$ cat src/rtl/lmc_pkg.sv
// Shared definitions for the LMC output-side blocks: data width, queue entry
// layout and the hex-to-seven-segment lookup.
// No ports; imported by lmc_sync_edge and lmc_output_queue.
package lmc_pkg;

  localparam int LMC_DATA_WIDTH = 4;

  // One captured CPU output: flags sit above the value, matching rd_data.
  typedef struct packed {
    logic                      pz;
    logic                      z;
    logic [LMC_DATA_WIDTH-1:0] data;
  } lmc_out_entry_t;

  // Active-high segments, bit order {g,f,e,d,c,b,a}; index = hex digit.
  localparam logic [15:0][6:0] LMC_SEG7_LUT = {
    7'h71, 7'h79, 7'h5E, 7'h39, 7'h7C, 7'h77, 7'h6F, 7'h7F,
    7'h07, 7'h7D, 7'h6D, 7'h66, 7'h4F, 7'h5B, 7'h06, 7'h3F
  };

endpackage

$ cat src/rtl/lmc_sync_edge.sv
// Purpose : 2-FF synchronizer plus delay flop giving a one-cycle pulse on the
//           synchronized rising edge of an asynchronous level.
// Latency : input rise before edge k -> o_rise high between edges k+1 and k+2.
// Backpressure: none; pulses are not held.
// Ports   : i_clk, i_rst_n (async active-low), i_async (async level),
//           o_rise (one-cycle rising-edge pulse).
module lmc_sync_edge
  import lmc_pkg::*;
(
  input  logic i_clk,
  input  logic i_rst_n,
  input  logic i_async,
  output logic o_rise
);

  logic       r_s1;
  logic       r_s2;
  logic       r_d;
  logic [1:0] r_settle;
  logic       r_armed;

  // The flops come out of reset at 0, so a level that is already high at
  // reset release looks like a fresh edge. Edges are only honoured once the
  // synchronized level has been seen low after the chain has settled.
  always_ff @(posedge i_clk or negedge i_rst_n) begin
    if (!i_rst_n) begin
      r_s1     <= 1'b0;
      r_s2     <= 1'b0;
      r_d      <= 1'b0;
      r_settle <= 2'b00;
      r_armed  <= 1'b0;
    end else begin
      r_s1     <= i_async;
      r_s2     <= r_s1;
      r_d      <= r_s2;
      r_settle <= {r_settle[0], 1'b1};
      if (r_settle[1] && !r_s2) begin
        r_armed <= 1'b1;
      end
    end
  end

  assign o_rise = r_s2 & ~r_d & r_armed;

endmodule

$ cat src/rtl/lmc_output_queue.sv
// Purpose : captures each CPU output (value + Z/PZ flags) on the synchronized
//           rising edge of out_strobe into a FIFO drained by valid/ready.
// Latency : strobe rise before edge k -> entry pushed at edge k+2.
// Backpressure: push while full without a pop is dropped and sets sticky
//           overflow; push+pop on one edge is always accepted.
// Ports   : timer555 clock, reset_n async active-low; out_strobe/out_data/
//           z_flag/pz_flag capture side; clear sync flush; rd_valid/rd_ready/
//           rd_data read side; count/full/empty/overflow status.
// Option  : LMC_OUTQ_SEG7_EN adds the registered seg7 head-digit output.
module lmc_output_queue
  import lmc_pkg::*;
#(
  parameter int DEPTH      = 8,
  parameter int DATA_WIDTH = LMC_DATA_WIDTH
) (
  input  logic                     timer555,
  input  logic                     reset_n,
  input  logic                     out_strobe,
  input  logic [DATA_WIDTH-1:0]    out_data,
  input  logic                     z_flag,
  input  logic                     pz_flag,
  input  logic                     clear,
  output logic                     rd_valid,
  input  logic                     rd_ready,
  output logic [DATA_WIDTH+1:0]    rd_data,
  output logic [$clog2(DEPTH):0]   count,
  output logic                     full,
  output logic                     empty,
  output logic                     overflow
`ifdef LMC_OUTQ_SEG7_EN
  ,
  output logic [6:0]               seg7
`endif
);

  localparam int AW = $clog2(DEPTH);
  localparam int CW = AW + 1;
  localparam int EW = DATA_WIDTH + 2;

  logic [EW-1:0] r_mem [DEPTH];
  logic [AW-1:0] r_wptr;
  logic [AW-1:0] r_rptr;
  logic [CW-1:0] r_count;
  logic          r_ovf;
  logic [EW-1:0] r_head;

  logic          w_capture;
  logic [EW-1:0] w_entry;
  logic          w_full;
  logic          w_pop;
  logic          w_push;
  logic          w_drop;
  logic [AW-1:0] w_rptr_nxt;
  logic [CW-1:0] w_count_nxt;
  logic [CW-1:0] w_remain;
  logic [EW-1:0] w_head_nxt;

  lmc_sync_edge u_sync (
    .i_clk   (timer555),
    .i_rst_n (reset_n),
    .i_async (out_strobe),
    .o_rise  (w_capture)
  );

  assign w_entry     = {pz_flag, z_flag, out_data};
  assign w_full      = (r_count == CW'(DEPTH));
  assign w_pop       = (r_count != '0) && rd_ready;
  assign w_push      = w_capture && (!w_full || w_pop);
  assign w_drop      = w_capture && w_full && !w_pop;
  assign w_rptr_nxt  = r_rptr + AW'(w_pop);
  assign w_count_nxt = r_count + CW'(w_push) - CW'(w_pop);
  // Entries still in the array after this edge's pop, not counting the push.
  assign w_remain    = r_count - CW'(w_pop);

  // The head register holds its value when the queue goes empty. When the
  // only surviving entry is the one being pushed, it bypasses the array.
  always_comb begin
    w_head_nxt = r_head;
    if (w_remain != '0) begin
      w_head_nxt = r_mem[w_rptr_nxt];
    end else if (w_push) begin
      w_head_nxt = w_entry;
    end
  end

  always_ff @(posedge timer555) begin
    if (w_push && !clear) begin
      r_mem[r_wptr] <= w_entry;
    end
  end

  always_ff @(posedge timer555 or negedge reset_n) begin
    if (!reset_n) begin
      r_wptr  <= '0;
      r_rptr  <= '0;
      r_count <= '0;
      r_ovf   <= 1'b0;
      r_head  <= '0;
    end else if (clear) begin
      r_wptr  <= '0;
      r_rptr  <= '0;
      r_count <= '0;
      r_ovf   <= 1'b0;
    end else begin
      if (w_push) begin
        r_wptr <= r_wptr + AW'(1);
      end
      r_rptr  <= w_rptr_nxt;
      r_count <= w_count_nxt;
      r_head  <= w_head_nxt;
      if (w_drop) begin
        r_ovf <= 1'b1;
      end
    end
  end

  assign rd_valid = (r_count != '0);
  assign rd_data  = r_head;
  assign count    = r_count;
  assign full     = w_full;
  assign empty    = (r_count == '0);
  assign overflow = r_ovf;

`ifdef LMC_OUTQ_SEG7_EN
  logic [6:0] r_seg7;

  always_ff @(posedge timer555 or negedge reset_n) begin
    if (!reset_n) begin
      r_seg7 <= 7'b0000000;
    end else begin
      r_seg7 <= rd_valid ? LMC_SEG7_LUT[4'(r_head[DATA_WIDTH-1:0])] : 7'b0000000;
    end
  end

  assign seg7 = r_seg7;
`endif

endmodule

$ cat config.mk
export PLATFORM = sky130hd
export DESIGN_NAME = lmc_output_queue
export DESIGN_NICKNAME = d
export VERILOG_FILES = /design/src/rtl/lmc_pkg.sv /design/src/rtl/lmc_sync_edge.sv /design/src/rtl/lmc_output_queue.sv
export SDC_FILE = /design/constraint.sdc
export NUM_CORES = 1
export LEC_CHECK = 0
export BUFFER_PORTS_ARGS = -buffer_cell sky130_fd_sc_hd__buf_2
export CORE_ASPECT_RATIO = 0.9
export CORE_MARGIN = 1
export CORE_UTILIZATION = 35
export CTS_BUF_LIST = sky130_fd_sc_hd__clkbuf_16
export DETAILED_ROUTE_END_ITERATION = 16
export GPL_TIMING_DRIVEN = 0
export SETUP_SLACK_MARGIN = 0.02
export SLEW_MARGIN = 40
export SYNTH_ARGS = -nofsm -noshare
export SYNTH_HDL_FRONTEND = slang
export SYNTH_SLANG_ARGS = --single-unit
$ cat constraint.sdc
create_clock -name timer555 -period 5.2 [get_ports timer555]
set_input_delay 1.04 -clock timer555 [delete_from_list [all_inputs] [get_ports timer555]]
set_output_delay 1.04 -clock timer555 [all_outputs]
set_load 0.03 [all_outputs]
======== Word-level counts from Yosys, hierarchy flattened ========
Memories as Yosys holds them, arrays and structs flattened.
Cells that the tools add are included.
storage, ports and cells
  register bits after elaboration ......... 23
  memory bits (writable) .................. 48
  bits of input ports ..................... 11
  logic and storage cells ................. 49
  memories kept ........................... 1
operators by class
  $add $sub $neg .......................... 5
  equal/unequal tests ..................... 1
  mux-type cells .......................... 10
  bitwise gates (word level) .............. 4
  reductions and logical operators ........ 18
memory list
  name   depth  width  rd ports  clocked after memory_dff  wr ports  RTL line                source
  r_mem  8      6      1         0                         1         lmc_output_queue.sv:40  logic [EW-1:0] r_mem [DEPTH];
operators by type and width
  kind                 count
  $mux 6               2
  $mux 3               3
  $reduce_bool 4->1    2
  $sub 4x1->4          2
  $logic_and 1x1->1    6
  $reduce_bool 2->1    3
  $add 4x1->4          1
  $eq 4x4->1 const B   1
  $logic_not 1->1      4
  $logic_not 4->1      1
  $mux 1               4
  $mux 4               1
  $add 3x1->3          1
  $add 3x1->3 const B  1
  $and 1x1->1          2
  $not 1->1            2
  $reduce_and 2->1     1
  $logic_or 1x1->1     1

======== Longest topological paths before layout ========
Gate-level depths: netlist of the first run.
  depth in word-level cells ............... 7
  mapped depth ............................ 11
  depth with buffers taken out ............ 10

======== By module ========
Synthesis of the first run repeated with hierarchy kept, for this count alone.
second synthesis, totals
  cells, all modules ...................... 203
  area total of the unflattened synthesis .. 3119.2 µm²
by module, submodules not included
  module            times used  cells an instance  area each (µm²)  seq. area each (µm²)
  lmc_output_queue  1           192                2946.6           1866.8
  lmc_sync_edge     1           11                 172.7            150.1

======== Worst setup path before layout of the first run ========
No wires, ideal clock.
  path type ............................... reg2reg
  from .................................... register r_count[2] (netlist: count[2])
  to ...................................... register r_head[0] (netlist: rd_data[0])
  arrival time ............................ 2.989 ns
  path slack .............................. 2.144 ns
  cell stages (with the launch flop) ...... 11
  path buffers ............................ 0
  period minus slack after synthesis ...... 3.056 ns
  path through ............................ dfrtp_1 -> inv_1 -> ha_1 -> nand3_1 -> and2_1 -> ha_1 -> ha_1 -> xor2_2 -> mux4_1 -> nor3_1 -> a221o_1
between the ends
  word-level cells in the longest chain between the ends .. 6
  elaborated cells between the ends (all ways) .. 13
  classes of those cells .................. 2 x add/sub; 1 x eq/ne; 1 x mux; 8 x reduce/logical; 1 x memory
ends and longest elaborated chain
  item                                                 RTL line                 source
  start, declared                                      lmc_output_queue.sv:43   logic [CW-1:0] r_count;
  start signal, assigned                               lmc_output_queue.sv:109  r_count <= w_count_nxt;
  $reduce_bool 4->1 (*)                                -
  named net rd_valid                                   lmc_output_queue.sv:23   output logic rd_valid,
  $logic_and 1x1->1 (*)                                lmc_output_queue.sv:67   assign w_pop = (r_count != '0) && rd_ready;
  branches (longest 4 deep; another with $mem_v2 8x6)  -
  end signal, assigned                                 lmc_output_queue.sv:110  r_head <= w_head_nxt;
  end, declared                                        lmc_output_queue.sv:45   logic [EW-1:0] r_head;
Mark *: on every way through the listed nets, which the timed path passes.
A chain may end at the register's enable or synchronous reset.

======== Worst setup path after layout of the first run ========
  from .................................... register r_count[2] (netlist: count[2])
  to ...................................... register r_head[3] (netlist: rd_data[3])
between the ends
  word-level cells in the longest chain between the ends .. 6
  elaborated cells between the ends (all ways) .. 13
  classes of those cells .................. 2 x add/sub; 1 x eq/ne; 1 x mux; 8 x reduce/logical; 1 x memory
ends and longest elaborated chain
  item
  branches (longest 6 deep; another with $mem_v2 8x6)
Several ways; the timed one is not identified.

==> results of run 1 <==
[cells in the final DEF, fill, tap and decap left out, types with 2 or more instances in the layout]
cell / instances
mux4_1: 5
a21o_1: 2
dfrtp_1: 23
nor2_1: 13
a21oi_1: 2
nor2b_1: 7
nor3_1: 6
inv_1: 7
clkbuf_8: 2
nor4_2: 3
clkbuf_16: 9
ha_1: 10
nand2b_1: 2
clkinvlp_4: 2
mux2i_1: 23
bufinv_16: 2
clkinv_1: 2
edfxtp_1: 48
buf_2: 26
nor3b_1: 5
a221o_1: 6
nor4bb_1: 2
a2111oi_0: 2
buf_6: 3
xor2_1: 4
buf_4: 3
[sequential cells by signal, summed over array words and instances (netlist names)]
register / count
u_sync.r_armed: 1
count: 4
r_mem: 48
u_sync.r_settle: 2
r_wptr: 3
r_rptr: 3
overflow: 1
u_sync.r_s1: 1
u_sync.r_d: 1
u_sync.r_s2: 1
rd_data: 6
[cell type report]
| class | instances | share of cell area [%] |
|---|---|---|
| Clock buffer | 9 | 5.93 |
| Tap cell | 119 | 3.92 |
| Inverter | 7 | 0.692 |
| Buffer | 9 | 2.50 |
| Clock inverter | 7 | 2.31 |
| Multi-Input combinational cell | 114 | 27.9 |
| Sequential cell | 71 | 53.1 |
| Timing Repair Buffer | 27 | 3.63 |
[cells by family after synthesis]
group | after synthesis | share of synthesized area [%]
DFF | 71 | 63.7
and+or+nand+nor | 51 | 9.64
muxes | 28 | 11.4
AOI/OAI and AO/OA | 17 | 4.82
buffers and inverters | 16 | 3.83
adders and majority gates | 11 | 4.58
xor gates and xnor gates | 6 | 1.90
other | 1 | 0.118
[layer usage]
metal / up-vias / global-route usage (%) / share of wire [%]
met5: - / 0 / 0
li1: 846 / - / -
met1: 880 / 21.2 / 48
met3: 8 / 2.52 / 3.8
met2: 34 / 21.2 / 46
met4: 0 / 7.50 / 1.6
[final timing paths]
check	cells after the start	slack, ps	endpoint
worst max register to register	10	2160	rd_data[3]
max in group asynchronous	1	4120	rd_data[5]
worst min-delay path	0	350	u_sync.r_s2
worst max-delay path	10	2160	rd_data[3]
min in group asynchronous	1	700	count[3]
worst min register to register	0	350	u_sync.r_s2
[where the power goes]
part,internal [mW],leakage [nW],total (mW),switching [mW]
clock network,0.415,0.147,0.639,0.224
registers,0.657,0.721,0.696,0.0390
logic,0.350,0.628,0.791,0.441
total,1.42,1.50,2.13,0.704
[per-stage QoR]
stage | instance area [um2] | setup WS, ps | cells | hold WS, ps | utilization (%)
finish | 3800 | 2160 | 363 | 347 | 43.7
global route | 3800 | 1950 | 363 | 357 | 43.7
CTS | 3800 | 2100 | 363 | 350 | 43.7
detailed placement | 3480 | 1910 | 347 | 337 | 40.1
global placement | 3430 | 1540 | 343 | 332 | 39.5
floorplan | 3170 | 2140 | 201 | 331 | -
==> flow_summary.yaml, run 1 <==
floorplan:
  io_pins: 25
  num_rows: 32
  die_x_um: 102
  die_h_um: 92.2
  initial_core_util_pct: 36.4
  dieArea_um2: 9430
  coreArea_um2: 8690
power_and_ir_drop:
  leakage_nw: 1.50
  power.total_mw: 2.13
  p_per_area_nw_per_um2: 560
  vdd_drop_max_mv: 0.179
clock_tree:
  clock_path_buffers: 2
  ctsHtreeMaxLevel: 3
  root_buffer: "clkbuf_16"
  cts_tree: "built"
  cts_hold_buffers: 0
  cts_buffers: 9
  clock_sinks: 71
  postCtsSetupBuffers: 0
  clk_pin_slew_ps: 60
  cts_resized: 0
  clock_latency_ps: 330
synthesis:
  ys_types: 43
  synth.most_common_cell: "edfxtp_1"
  synth_seq_cells: 71
  async_reset_ff_share_pct: 32.4
  ys_seq_area_share_pct: 63.7
  yosys.area.top_type: "edfxtp_1"
  synthTopCellsByArea: "edfxtp_1 46%, dfrtp_1 18%, mux2i_1 7.3%"
  synth_top_area_share_pct: 45.5
  synth_commonest_cells: "48 x edfxtp_1, 23 x dfrtp_1, 23 x mux2i_1"
  synthFlopType: "edfxtp_1"
  synthCells: 201
  synth_nets: 223
  yosys_warnings: 0
  synth_edf_count: 48
  avgSynthCellArea_um2: 15.8
  synth_area_um2: 3170
job:
  drv_cap: 0
sta:
  max_freq_mhz: 329
  drv_slew: 0
  setup_viol: 0
  layout_min_cycle_time_ps: 3040
  fin_crit_sh_pct: 58.4
  slew_headroom_pct: 50.5
  hold_violations: 0
  fin_skew_ps: 6.17
  setup-tns-final_ps: 0
  worst_pin_slew_ps: 740
  rsz0062_at_grt: "no"
grt:
  grt_pass1_wl_um: 9660
  grt_overflow: 0
  grt_pass1_vias: 1719
  grt_max_degree: 24
  grt.total_usage_pct: 14.7
  grt_antenna_before_repair: 0
routing:
  dr.pass1.iters: 4
  vias_per_cell: 4.87
  vias: 1768
  drt_iter0_drc: 89
  routed_wl_um: 6190
  drc: 0
  wl_per_cell_um: 17.0
  ant_nets: 0
setup_path:
  crit_path_end_kind: "register"
  crit_path_max_fanout: 7
  critical_path.top_delay_family: "multiplexers"
  cpMostUsedCell: "ha_1"
  worst-path-buf-inv: 1
  r2r_start: "count[2]"
  worstPathCellList: "inv_1 > ha_1 > nand3_1 > and2_1 > ha_1 > ha_1 > xor2_2 > mux4_1 > nor3_1 > a221o_1"
  arrival_ps: 3300
  slowest_delay_ps: 640
  cp-startpoint: "count[2]"
  start_kind: "register"
  crit_required_ps: 5460
  slowest_stage: "mux4_1"
  crit_type: "register to register"
cells_and_area:
  nFillCells: 807
  layout.area.seq_um2: 2020
  areaGrowthSynthToFinish_pct: 19.9
  antenna_cells: 0
  multi_input_area_um2: 1060
  layout-drive-gt1-share_pct: 24.6
  fin_nets: 261
worst_hold_path:
  worstHoldPathType: "register to register"
  hp-start: "u_sync.r_s1"
placement:
  globalplace.congestion: 0.724
  dp_hpwl_um: 4150
  io_buffers: 23
status:
  status: "completed"
Note: power is estimated with default switching activity, not from simulation.
==> inputs of run 2 (changes only) <==
--- a/config.mk
+++ b/config.mk
@@ -5,6 +5,7 @@
 export SDC_FILE = /design/constraint.sdc
 export NUM_CORES = 1
 export LEC_CHECK = 0
+export ABC_AREA = 1
 export BUFFER_PORTS_ARGS = -buffer_cell sky130_fd_sc_hd__buf_2
 export CORE_ASPECT_RATIO = 0.9
 export CORE_MARGIN = 1
==> constraint.sdc (replaced) <==
create_clock -name timer555 -period 2.51 [get_ports timer555]
set_input_delay 0.502 -clock timer555 [delete_from_list [all_inputs] [get_ports timer555]]
set_output_delay 0.502 -clock timer555 [all_outputs]
set_load 0.03 [all_outputs]
==> run 2 against run 1 <==
Non-clock buffer count shrank 4. Largest cell class unchanged. Final area rose by 3.6%. Flip-flop and latch count did not move. Fmax up 31%. Die area up 4.1%. Wire length rose by 7.9%. Sequential share of layout area is 1.8 points lower. Synthesized cell count rose by 62%. Clock power grew 92%. Clock skew about the same. Global-route usage about the same.
==> flow_summary.yaml, run 2 <==
setup_path:
  r2r_start: "count[2]"
  crit_path_end_kind: "register"
  crit_path_max_fanout: 10
  start_kind: "register"
  crit_required_ps: 2730
  r2r-end: "rd_data[0]"
  arrival_ps: 2530
  r2r_cells: 16
  crit_type: "register to register"
  r2r_slack_ps: 200
power_and_ir_drop:
  internal-power_mw: 2.82
  combPwrFrac_pct: 42.7
  p_per_area_nw_per_um2: 1190
  p_sw_mw: 1.85
  leakage_nw: 1.80
  pwr-share-seq_pct: 31.0
  power.share.clock_pct: 26.4
  switching_share_pct: 39.5
  vdd_drop_max_mv: 0.465
clock_tree:
  clk_pin_slew_ps: 60
  root_buffer: "clkbuf_16"
  cts_hold_buffers: 0
  clock_latency_ps: 330
  cts_buffers: 9
  cts_tree: "built"
  clock_path_buffers: 2
  ctsHtreeMaxLevel: 3
  clock_sinks: 71
floorplan:
  num_rows: 33
  die_h_um: 94.1
  die_x_um: 104
  io_pins: 25
  coreArea_um2: 9130
  initial_core_util_pct: 36.1
  dieArea_um2: 9820
routing:
  vias: 2221
  drc: 0
  routed_wl_um: 6670
  drt_iter0_drc: 116
  vias_per_cell: 4.57
  ant_nets: 0
  dr.pass1.iters: 4
  wl_per_cell_um: 13.7
synthesis:
  synth_commonest_cells: "92 x nand2_1, 48 x edfxtp_1, 47 x inv_1, 47 x nand3_1, 23 x dfrtp_1"
  ys_types: 26
  synth_fa_ha_area_share_pct: 4.40
  synth_seq_cells: 71
  synthTopCellsByArea: "edfxtp_1 44%, dfrtp_1 17%, nand2_1 10%"
  synth_compound_area_share_pct: 1.33
  synth_area_um2: 3300
  async_reset_ff_share_pct: 32.4
  synth-simple-area-share_pct: 24.6
  synthMuxAreaShare_pct: 0
  yosys_warnings: 0
  synth_top_area_share_pct: 43.7
  synthXorXnorAreaFrac_pct: 1.06
  ys_seq_area_share_pct: 61.2
  synthFlopType: "edfxtp_1"
  synth_edf_count: 48
  synth_top_family_by_area: "simple AND/OR/NAND/NOR gates"
  yosys.area.top_type: "edfxtp_1"
  synth_nets: 347
  synth.most_common_cell: "nand2_1"
  synthCells: 325
  avgSynthCellArea_um2: 10.1
worst_hold_path:
  worstHoldPathType: "input pin to async pin"
grt:
  grt.total_usage_pct: 14.7
  grt_pass1_vias: 2117
  grt_max_degree: 24
  grt_antenna_before_repair: 0
  grt_overflow: 0
  grt_pass1_wl_um: 10800
sta:
  rsz0062_at_grt: "no"
  hold_violations: 0
  holdWs_ps: 129
  fin_crit_sh_pct: 92.2
  max_freq_mhz: 432
  setup_viol: 0
  drv_slew: 0
  worst_pin_slew_ps: 616
  fin_skew_ps: 5.75
  layout_min_cycle_time_ps: 2310
  setup-tns-final_ps: 0
  slew_headroom_pct: 58.8
cells_and_area:
  regMostFlops: "r_mem"
  nFillCells: 849
  areaGrowthSynthToFinish_pct: 19.3
  antenna_cells: 0
  largest_reg_flops: 48
  final_common_cell: "nand2_1"
  layout-drive-gt1-share_pct: 19.8
  layout_common_cells: "92 x nand2_1, 48 x edfxtp_1, 47 x nand3_1"
  fin_nets: 381
placement:
  globalplace.congestion: 0.789
  io_buffers: 23
  dp_hpwl_um: 4660
job:
  drv_cap: 0
status:
  status: "completed"
## run 2: power groups by stage
stage	clock network [mW]	registers, mW	logic (mW)
2_1_floorplan	0	1.60	1.23
5_1_grt	1.29	1.46	2.24
3_5_place_dp	0	1.46	1.86
6_report	1.23	1.45	1.99
3_3_place_gp	0	1.46	1.82
4_1_cts	1.25	1.44	1.89
## run 2: layout make-up
class                      instances  area [um2]  area share [%]
sequential                        71        2020            51.3
multi-input combinational        194        1080            27.4
clock buffer                       9         225            5.73
inverter                          51         199            5.06
tap                              122         153            3.88
timing repair buffer              23         115            2.93
buffer                             9        81.3            2.07
clock inverter                     7        62.6            1.59
## run 2: worst max path at each step
| stage | start | endpoint | slack [ps] | depth (start not counted) |
|---|---|---|---|---|
| after global placement | count[2] | rd_data[0] | -110 | 14 |
| after CTS | count[2] | rd_data[0] | 30 | 16 |
| after global routing | count[2] | rd_data[1] | 20 | 16 |
| after floorplan | count[2] | rd_data[5] | 90 | 13 |
| after detailed placement | count[2] | rd_data[0] | -130 | 14 |
| final | count[2] | rd_data[0] | 200 | 16 |
## run 2: worst max-delay path, cell delays in order (launching register included)
cell	delay [ps]
dfrtp_2	430
inv_2	100
ha_2	200
nand3_4	90
nand2_4	100
inv_1	60
ha_1	290
buf_4	180
inv_6	90
buf_8	130
nand2_1	60
nand3_1	70
nand3_1	110
nand3_1	100
nand2_1	70
nand2_1	70
nand2_1	50
## run 2: stage by stage
stage                     utilization [%]  setup slack, ps  total power, mW  cells  area (um2)
after CTS                            42.5             29.2             4.58    486        3880
final                                43.1              197             4.67    486        3930
after detailed placement             39.1             -129             3.32    470        3570
after global routing                 43.1             24.8             5.00    486        3930
after global placement               39.1             -110             3.28    470        3570
after floorplan                         -             85.7             2.83    325        3300
## run 2: repair_timing
item,in CTS,in global routing
gates resized for setup,5,19
setup endpoints to repair,6,6
setup buffers,0,0
## run 2: per-layer routing
metal  share of wire, %  global-route usage (%)  up-vias
li1                   -                       -     1116
met1                 49                    20.2     1052
met2                 45                    22.5       46
met3                4.6                    4.02        7
met4                1.0                    4.64        0
met5                  0                       0        -
## run 2: cells by family (layout without fill, tap and decap cells)
family | Yosys count | in the layout
AND/OR/NAND/NOR | 170 | 170
XOR/XNOR | 4 | 4
other | 1 | 1
buffers and inverters | 60 | 99
flip-flops | 71 | 71
AO/OA/AOI/OAI | 8 | 8
adder cells (fa/ha/maj) | 11 | 11
